`src/rtl/ram_ctrl_pkg.sv`:
```
// Shared types and constants for the RAM access controller and its response FIFO.
package ram_ctrl_pkg;

    typedef enum logic {ST_INIT, ST_RUN} ctrl_state_t;

    localparam int RSP_FIFO_DEPTH = 2;
    localparam int RSP_CNT_W      = $clog2(RSP_FIFO_DEPTH + 1);
    localparam int RSP_PTR_W      = $clog2(RSP_FIFO_DEPTH);

endpackage

```
`src/rtl/rsp_fifo.sv`:
```
// Two-entry synchronous response FIFO; head is visible combinationally while not empty.
module rsp_fifo
    import ram_ctrl_pkg::*;
#(
    parameter int D_WIDTH = 8
)
(
    input  logic                 clk,
    input  logic                 rst,
    input  logic                 push,
    input  logic [D_WIDTH-1:0]   push_data,
    input  logic                 pop,
    output logic [D_WIDTH-1:0]   head,
    output logic                 full,
    output logic                 empty,
    output logic [RSP_CNT_W-1:0] count
);

    logic [D_WIDTH-1:0]        r_mem [RSP_FIFO_DEPTH];
    logic [RSP_PTR_W-1:0]      r_wr_ptr;
    logic [RSP_PTR_W-1:0]      r_rd_ptr;
    logic [RSP_CNT_W-1:0]      r_count;
    logic                      w_push_ok;
    logic                      w_pop_ok;
    logic [RSP_FIFO_DEPTH-1:0] w_entry_we;

    assign empty     = (r_count == '0);
    assign full      = (r_count == RSP_CNT_W'(RSP_FIFO_DEPTH));
    assign w_pop_ok  = pop && !empty;
    // A push into a full FIFO is legal only when the head leaves in the same cycle.
    assign w_push_ok = push && (!full || w_pop_ok);
    assign head      = r_mem[r_rd_ptr];
    assign count     = r_count;

    generate
        for (genvar gi = 0; gi < RSP_FIFO_DEPTH; gi++) begin : g_entry_we
            assign w_entry_we[gi] = w_push_ok && (r_wr_ptr == RSP_PTR_W'(gi));
        end
    endgenerate

    always_ff @(posedge clk or posedge rst) begin
        if (rst) begin
            for (int i = 0; i < RSP_FIFO_DEPTH; i++) begin
                r_mem[i] <= '0;
            end
        end else begin
            for (int i = 0; i < RSP_FIFO_DEPTH; i++) begin
                if (w_entry_we[i]) begin
                    r_mem[i] <= push_data;
                end
            end
        end
    end

    always_ff @(posedge clk or posedge rst) begin
        if (rst) begin
            r_wr_ptr <= '0;
            r_rd_ptr <= '0;
            r_count  <= '0;
        end else begin
            if (w_push_ok) begin
                r_wr_ptr <= r_wr_ptr + RSP_PTR_W'(1);
            end
            if (w_pop_ok) begin
                r_rd_ptr <= r_rd_ptr + RSP_PTR_W'(1);
            end
            case ({w_push_ok, w_pop_ok})
                2'b10:   r_count <= r_count + RSP_CNT_W'(1);
                2'b01:   r_count <= r_count - RSP_CNT_W'(1);
                default: r_count <= r_count;
            endcase
        end
    end

endmodule

```
`src/rtl/ram_access_ctrl.sv`:
```
// Initiator side of a 1-cycle-latency RAM: fills memory after reset/init_start, then turns
// a valid/ready request stream into RAM strobes and returns read data on a response stream.
module ram_access_ctrl
    import ram_ctrl_pkg::*;
#(
    parameter int                 A_WIDTH    = 4,
    parameter int                 D_WIDTH    = 8,
    parameter logic [D_WIDTH-1:0] INIT_VALUE = '0,
    parameter int                 RSP_DEPTH  = RSP_FIFO_DEPTH
)
(
    input  logic               clk,
    input  logic               rst,
    input  logic               init_start,
    output logic               init_done,
    input  logic               req_valid,
    output logic               req_ready,
    input  logic               req_we,
    input  logic [A_WIDTH-1:0] req_addr,
    input  logic [D_WIDTH-1:0] req_wdata,
    output logic               rsp_valid,
    input  logic               rsp_ready,
    output logic [D_WIDTH-1:0] rsp_data,
    output logic               ram_write_en,
    output logic [A_WIDTH-1:0] ram_write_addr,
    output logic [D_WIDTH-1:0] ram_write_data,
    output logic               ram_read_en,
    output logic [A_WIDTH-1:0] ram_read_addr,
    input  logic [D_WIDTH-1:0] ram_read_data
);

    ctrl_state_t          r_state;
    ctrl_state_t          w_state_next;
    logic [A_WIDTH:0]     r_cnt;
    logic [A_WIDTH:0]     w_cnt_next;
    logic [A_WIDTH:0]     w_cnt_inc;
    logic                 r_init_pending;
    logic                 w_init_pending_next;
    logic                 r_inflight;
    logic                 w_inflight_next;

    logic                 w_fill_we;
    logic                 w_req_ready;
    logic                 w_req_hs;
    logic                 w_wr_hs;
    logic                 w_rd_hs;
    logic                 w_pop;
    logic                 w_fifo_full;
    logic                 w_fifo_empty;
    logic [RSP_CNT_W-1:0] w_fifo_count;
    logic [D_WIDTH-1:0]   w_fifo_head;
    logic [RSP_CNT_W:0]   w_occupancy;

    always_ff @(posedge clk or posedge rst) begin
        if (rst) begin
            r_state        <= ST_INIT;
            r_cnt          <= '0;
            r_init_pending <= 1'b0;
            r_inflight     <= 1'b0;
        end else begin
            r_state        <= w_state_next;
            r_cnt          <= w_cnt_next;
            r_init_pending <= w_init_pending_next;
            r_inflight     <= w_inflight_next;
        end
    end

    // The head popped this cycle frees its slot, so it is credited back; this keeps
    // back-to-back reads at one per cycle while the consumer is ready.
    always_comb begin
        w_pop       = !w_fifo_empty && rsp_ready;
        w_occupancy = {1'b0, w_fifo_count} + (RSP_CNT_W + 1)'(r_inflight)
                      - (RSP_CNT_W + 1)'(w_pop);
        w_req_ready = (r_state == ST_RUN) && !r_init_pending
                      && (w_occupancy < (RSP_CNT_W + 1)'(RSP_DEPTH));
        w_req_hs    = req_valid && w_req_ready;
        w_wr_hs     = w_req_hs && req_we;
        w_rd_hs     = w_req_hs && !req_we;
        w_cnt_inc   = r_cnt + (A_WIDTH + 1)'(1);
    end

    always_comb begin
        w_state_next        = r_state;
        w_cnt_next          = r_cnt;
        w_init_pending_next = r_init_pending;
        w_inflight_next     = w_rd_hs;
        case (r_state)
            ST_INIT: begin
                w_cnt_next = w_cnt_inc;
                if (w_cnt_inc[A_WIDTH]) begin
                    w_state_next = ST_RUN;
                end
            end
            ST_RUN: begin
                if (init_start || r_init_pending) begin
                    if (!r_inflight && !w_req_hs) begin
                        w_state_next        = ST_INIT;
                        w_cnt_next          = '0;
                        w_init_pending_next = 1'b0;
                    end else begin
                        w_init_pending_next = 1'b1;
                    end
                end
            end
            default: begin
                w_state_next = ST_INIT;
                w_cnt_next   = '0;
            end
        endcase
    end

    // The fill strobe is masked while reset is held so every output reads 0 during reset.
    always_comb begin
        w_fill_we      = (r_state == ST_INIT) && !rst;
        init_done      = (r_state == ST_RUN);
        req_ready      = w_req_ready;
        ram_write_en   = w_fill_we || w_wr_hs;
        ram_write_addr = '0;
        ram_write_data = '0;
        if (w_fill_we) begin
            ram_write_addr = r_cnt[A_WIDTH-1:0];
            ram_write_data = INIT_VALUE;
        end else if (w_wr_hs) begin
            ram_write_addr = req_addr;
            ram_write_data = req_wdata;
        end
        ram_read_en   = w_rd_hs;
        ram_read_addr = w_rd_hs ? req_addr : '0;
        rsp_valid     = !w_fifo_empty;
        rsp_data      = w_fifo_head;
    end

    rsp_fifo #(
        .D_WIDTH (D_WIDTH)
    ) u_rsp_fifo (
        .clk       (clk),
        .rst       (rst),
        .push      (r_inflight),
        .push_data (ram_read_data),
        .pop       (w_pop),
        .head      (w_fifo_head),
        .full      (w_fifo_full),
        .empty     (w_fifo_empty),
        .count     (w_fifo_count)
    );

    a_no_overflow: assert property (@(posedge clk) disable iff (rst)
        !(r_inflight && w_fifo_full && !w_pop));

endmodule

```
`config.mk`:
```
export PLATFORM = sky130hd
export DESIGN_NAME = ram_access_ctrl
export DESIGN_NICKNAME = d
export VERILOG_FILES = /design/src/rtl/ram_ctrl_pkg.sv /design/src/rtl/rsp_fifo.sv /design/src/rtl/ram_access_ctrl.sv
export SDC_FILE = /design/constraint.sdc
export NUM_CORES = 1
export LEC_CHECK = 0
export ABC_CLOCK_PERIOD_IN_PS = 4800
export BUFFER_PORTS_ARGS = -buffer_cell sky130_fd_sc_hd__buf_4
export CAP_MARGIN = 0
export CORE_UTILIZATION = 38
export CTS_CLUSTER_DIAMETER = 100
export DETAILED_ROUTE_END_ITERATION = 16
export HOLD_SLACK_MARGIN = 0.12
export PLACE_DENSITY_LB_ADDON = 0.25
export SYNTH_ARGS = -nofsm -noshare
export SYNTH_HDL_FRONTEND = slang
export SYNTH_SLANG_ARGS = --single-unit
export TNS_END_PERCENT = 50
```
`constraint.sdc`:
```
create_clock -name clk -period 4.8 [get_ports clk]
set_input_delay 0.96 -clock clk [delete_from_list [all_inputs] [get_ports clk]]
set_output_delay 0.96 -clock clk [all_outputs]
set_load 0.03 [all_outputs]
```
==> results.cfg, run 1 <==
[status]
outcome = finished clean

[placed_design]
gp_congestion = 0.726
port-buffer-count = 54
dp_cells = 227
dp_hpwl_mm = 2.32

[routing]
drc = 0
routed_via_density = 4.93
num_vias = 1138
dr.pass1.iters = 4
totalWireLength_mm = 2.95
ant_nets = 0
routedWlPerCell_um = 12.7
drt-initial-drc-count = 38

[synthesis]
synthTopCellsByArea = dfrtp_1, mux2_2, and2_1, a21oi_1, a22o_1
synth-seq-cells = 28
syn_avg_cell_area_um2 = 11.7
ys_types = 33
netlist_instances = 130
netlist_area_um2 = 1520
synth_warnings = 0
async_flop_share_pct = 100
synth_edf_count = 0
synth_top_area_cell = dfrtp_1
synth_top_area_share_pct = 46.2
synth_seq_area_share_pct = 46.2
synth_nets = 159
synth_ff_type = dfrtp_1

[grt]
grt_max_degree = 29
grt_pass1_wl_mm = 4.93
grt_use_total_pct = 14.8
grt_pass1_vias = 1114
grt.overflow.total = 0
antenna_found_initial = 0

[clocking]
cts-resized-gates = 0
clkSinkCount = 28
cts_hold_buf = 0
clk_latency_ps = 270
clock-root-buffer = clkbuf_8
numCtsBuffers = 3
cts_tree = built
clock_path_buffers = 2
htree_levels = 1
clk_pin_slew_ps = 90
postCtsSetupRepairBufs = 0

[critical_path]
critPathKind = reg2out
end_kind = primary output
start_kind = register
crit_chain = or2_2 -> and2_1 -> ha_1 -> nand2b_1 -> fa_1 -> and4b_1 -> and3_1 -> a22o_1 -> buf_4
arrival_ps = 3240
cpPeakStageDelay_ps = 500
critPathSlowestCell = dfrtp_1
crit_fanout = 13
cp.required_ps = 3840

[power_and_ir_drop]
peakVddDrop_mv = 0.425
p_leak_nw = 0.969
power.density_nw_per_um2 = 560

[floorplan]
die_h_um = 65.2
core_region_area_um2 = 3740
num_io_pins = 55
row_count = 22
die_area_um2 = 4250
start_util_pct = 40.5
die-width_um = 65.2

[min_path]
min_path_type = reg2reg

[sta]
clock.fmax_ghz = 0.238
finalSetupViolations = 0
hold_slack_ps = 509
rsz0062_at_grt = no
skew_ps = 6.57
tightest_slew_ps = 1020
hold_viol_final = 0
relSlewSlack_pct = 31.7
setup-tns-final_ps = 0
maxSlewViolCount = 0
period_minus_slack_ps = 4200
fin_crit_sh_pct = 87.6

[final_layout]
diodes = 0
instances_no_fill = 231
drive_above_1_share_pct = 50.3
area_growth_pct = 32.4
fillCellCount = 349
final_util_pct = 53.7
nNetsFinal = 213

[job]
maxCapViolCount = 0
-- flip-flops by register name (all words and copies together) (netlist names) --
name	flops
r_inflight	1
r_cnt	5
init_done	1
u_rsp_fifo.count	2
r_init_pending	1
u_rsp_fifo.r_rd_ptr	1
u_rsp_fifo.r_wr_ptr	1
u_rsp_fifo.r_mem	16
-- cell families (layout without fill, tap and decap cells) --
logic type / count (synthesis) / in the layout / synth area share [%]
and+or+nand+nor: 40 / 40 / 17.4
DFF: 28 / 28 / 46.2
muxes: 27 / 27 / 19.9
AOI/OAI and AO/OA: 17 / 17 / 7.25
buffers and inverters: 9 / 62 / 2.88
xor gates and xnor gates: 6 / 6 / 3.46
adders and majority gates: 3 / 3 / 2.97
-- where the power goes --
group	total [W]	switching (W)	internal, W
registers	0.000431	0.0000960	0.000335
clock network	0.000140	0.0000672	0.0000732
logic	0.000553	0.000285	0.000269
-- cell type report --
type	instances	area, µm²	share of cell area (%)
Multi-Input combinational cell	93	773	38.5
Sequential cell	28	701	34.9
Clock buffer	4	55.1	2.74
Inverter	4	15.0	0.747
Timing Repair Buffer	54	405	20.2
Tap cell	48	60.1	2.99
-- routing by layer --
layer / vias up / global-route usage [%] / share of wire (%)
li1: 556 / - / -
met4: 0 / 3.26 / 0.27
met1: 539 / 17.2 / 43
met2: 41 / 27.1 / 49
met3: 2 / 3.65 / 8.3
met5: - / 0 / 0
-- synth_stat cells (all sizes together), types with 3 or more instances --
master  number
a22o         4
clkbuf       3
xor2         4
and2        13
nor2         4
nor3b        3
nand2b       4
a21oi        8
inv          4
or2          3
nand2        6
mux2        25
dfrtp       28
-- critical path: cells and delay by family, from the launching register on --
family,cells,cell delay [ps]
AND/OR/NAND/NOR,5,1330
buffers and inverters,1,150
AO/OA/AOI/OAI,1,200
adder cells (fa/ha/maj),2,790
flip-flops,1,500
-- cell usage in the layout (no fill, tap or decap), drive strengths merged, types with 2 or more instances in the layout --
cell type	netlist	layout
nor3b	3	3
nand2b	4	4
nor2	4	4
nand2	6	6
o22ai	2	2
buf	2	54
or2	3	3
xor2	4	4
inv	4	4
mux2	25	25
and2	13	13
o21ai	2	2
ha	2	2
dfrtp	28	28
mux2i	2	2
a22o	4	4
xnor2	2	2
a21oi	8	8
clkbuf	3	4
nor3	2	2
-- per-stage QoR --
stage | instance area (µm²) | power [W] | worst slack (ps)
after floorplan | 1520 | 0.000816 | 625
after global placement | 1950 | 0.000973 | 688
after detailed placement | 1950 | 0.000995 | 627
after CTS | 2010 | 0.00114 | 571
after global routing | 2010 | 0.00120 | 385
final | 2010 | 0.00112 | 597
-- final timing paths --
kind                                       from                   end  slack [ps]  cells past startpoint
setup / recovery            u_rsp_fifo.count[1]     ram_write_addr[3]         600                      9
hold / removal             u_rsp_fifo.r_mem[13]  u_rsp_fifo.r_mem[13]         510                      1
setup reg to reg            u_rsp_fifo.count[1]              r_cnt[2]        1920                      8
hold reg to reg            u_rsp_fifo.r_mem[13]  u_rsp_fifo.r_mem[13]         510                      1
max in group asynchronous                   rst   u_rsp_fifo.r_mem[3]        3240                      2
min in group asynchronous                   rst   u_rsp_fifo.r_mem[9]         950                      2
No activity file was read; power rests on OpenSTA's default activity.
==> run 2, diff against run 1 <==
- CAP_MARGIN: 0 -> 20
- RECOVER_POWER: unset -> 25
- SETUP_SLACK_MARGIN: unset -> 0.5
==> run 2 against run 1 <==
- first-iteration DRC count down 13%
- wire length is 0.24% higher
- sequential share of layout area down 0.087 points
- critical path type unchanged
- critical endpoint is now ram_write_en
- highest routed layer unchanged
==> results.cfg, run 2 (synthesis results as in run 1) <==
[status]
outcome = finished clean

[critical_path]
cp.required_ps = 3840
cpMostUsedCell = or2_2
critPathKind = reg2out
rr_worst_depth = 8
r2r-end = r_cnt[2]
crit_start = u_rsp_fifo.count[1]
end_kind = primary output
critical_path_buf_inv_count = 1
critical_path_depth = 9
critPathSlowestCell = dfrtp_1
crit_chain = or2_2 -> and2_1 -> ha_1 -> nand2b_1 -> fa_1 -> and4b_1 -> and3_2 -> or2_2 -> buf_4
crit_fanout = 13
start_kind = register
crit_end = ram_write_en
arrival_ps = 3210
r2r-start = u_rsp_fifo.count[1]
cpPeakStageDelay_ps = 500
cpLargestDelayFamily = simple AND/OR/NAND/NOR gates
reg2reg_slack_ps = 1910

[routing]
routedWlPerCell_um = 12.7
num_vias = 1148
drt-initial-drc-count = 33
ant_nets = 0
totalWireLength_mm = 2.95
dr.pass1.iters = 5
drc = 0
routed_via_density = 4.95

[final_layout]
diodes = 0
drive_above_1_share_pct = 50.5
final_cell_mix = buf_4, dfrtp_1, mux2_2, and2_1, a21oi_1
final_common_cell = buf_4
nNetsFinal = 214
final_cell_area_um2 = 2010
regMostFlops = u_rsp_fifo.r_mem
largest_reg_flops = 16
area_growth_pct = 32.7

[floorplan]
die_area_um2 = 4250
die_h_um = 65.2
core_region_area_um2 = 3740
start_util_pct = 40.5
num_io_pins = 55
die-width_um = 65.2
row_count = 22

[clocking]
htree_levels = 1
cts_hold_buf = 0
clock_path_buffers = 2
postCtsSetupRepairBufs = 0
cts-resized-gates = 0
numCtsBuffers = 3
clk_latency_ps = 270
clk_pin_slew_ps = 90
clock-root-buffer = clkbuf_8
cts_tree = built
clkSinkCount = 28

[grt]
grt_use_total_pct = 14.8
antenna_found_initial = 0
grt_max_degree = 29
grt_pass1_wl_mm = 4.93
grt_pass1_vias = 1114
grt.overflow.total = 0

[sta]
skew_ps = 7.03
maxSlewViolCount = 0
rsz0062_at_grt = yes
clock.fmax_ghz = 0.240
hold_viol_final = 0
period_minus_slack_ps = 4170
finalSetupViolations = 0
setup-tns-final_ps = 0
relSlewSlack_pct = 16.5
tightest_slew_ps = 1250
fin_crit_sh_pct = 86.8

[power_and_ir_drop]
peakVddDrop_mv = 0.427
p_leak_nw = 0.970
power.density_nw_per_um2 = 559

[placed_design]
port-buffer-count = 54
gp_congestion = 0.726
dp_hpwl_mm = 2.32
place_area_um2 = 1950

[min_path]
whs_path_depth = 1
min_path_type = reg2reg

[job]
maxCapViolCount = 0
[run 2: changes by cell type in the layout (fill, tap and decap cells not counted)]
cell / change
and3_1: -1
and3_2: +1
buf_4: -1
clkbuf_1: +1
clkbuf_4: +1
[run 2: stage by stage]
step                utilization, %  total power [W]  instances  hold slack [ps]  setup slack [ps]
global route                  53.8          0.00120        232              524               467
global placement              52.2         0.000973        227              482               688
finish                        53.8          0.00113        232              509               632
floorplan                        -         0.000816        130              474               625
CTS                           53.7          0.00114        231              511               571
detailed placement            52.2         0.000995        227              488               627
[run 2: layout make-up]
| class | instances | area, µm² |
|---|---|---|
| clock buffers | 4 | 55.1 |
| repair buffers | 55 | 409 |
| flip-flops and latches | 28 | 701 |
| fillers | 350 | 1730 |
| multi-input cells | 93 | 774 |
| well taps | 48 | 60.1 |
| inverters | 4 | 15.0 |
[run 2: per-layer routing]
metal	global-route usage [%]	share of wire, %	vias to the layer above
met3	3.65	8.1	2
met5	0	0	-
li1	-	-	560
met2	27.1	48	43
met4	3.26	0.27	0
met1	17.2	43	543
[run 2: power by group]
part	internal [W]	switching, W	total (W)
Clock	0.0000732	0.0000682	0.000141
Sequential	0.000335	0.0000960	0.000431
Combinational	0.000269	0.000284	0.000554
Total	0.000677	0.000449	0.00113
[run 2: worst min-delay path by stage]
stage,from,endpoint
2_1_floorplan,u_rsp_fifo.r_mem[0],u_rsp_fifo.r_mem[0]
3_3_place_gp,u_rsp_fifo.r_mem[2],u_rsp_fifo.r_mem[2]
3_5_place_dp,u_rsp_fifo.r_mem[1],u_rsp_fifo.r_mem[1]
4_1_cts,u_rsp_fifo.r_mem[1],u_rsp_fifo.r_mem[1]
5_1_grt,u_rsp_fifo.r_mem[3],u_rsp_fifo.r_mem[3]
6_report,u_rsp_fifo.r_mem[13],u_rsp_fifo.r_mem[13]
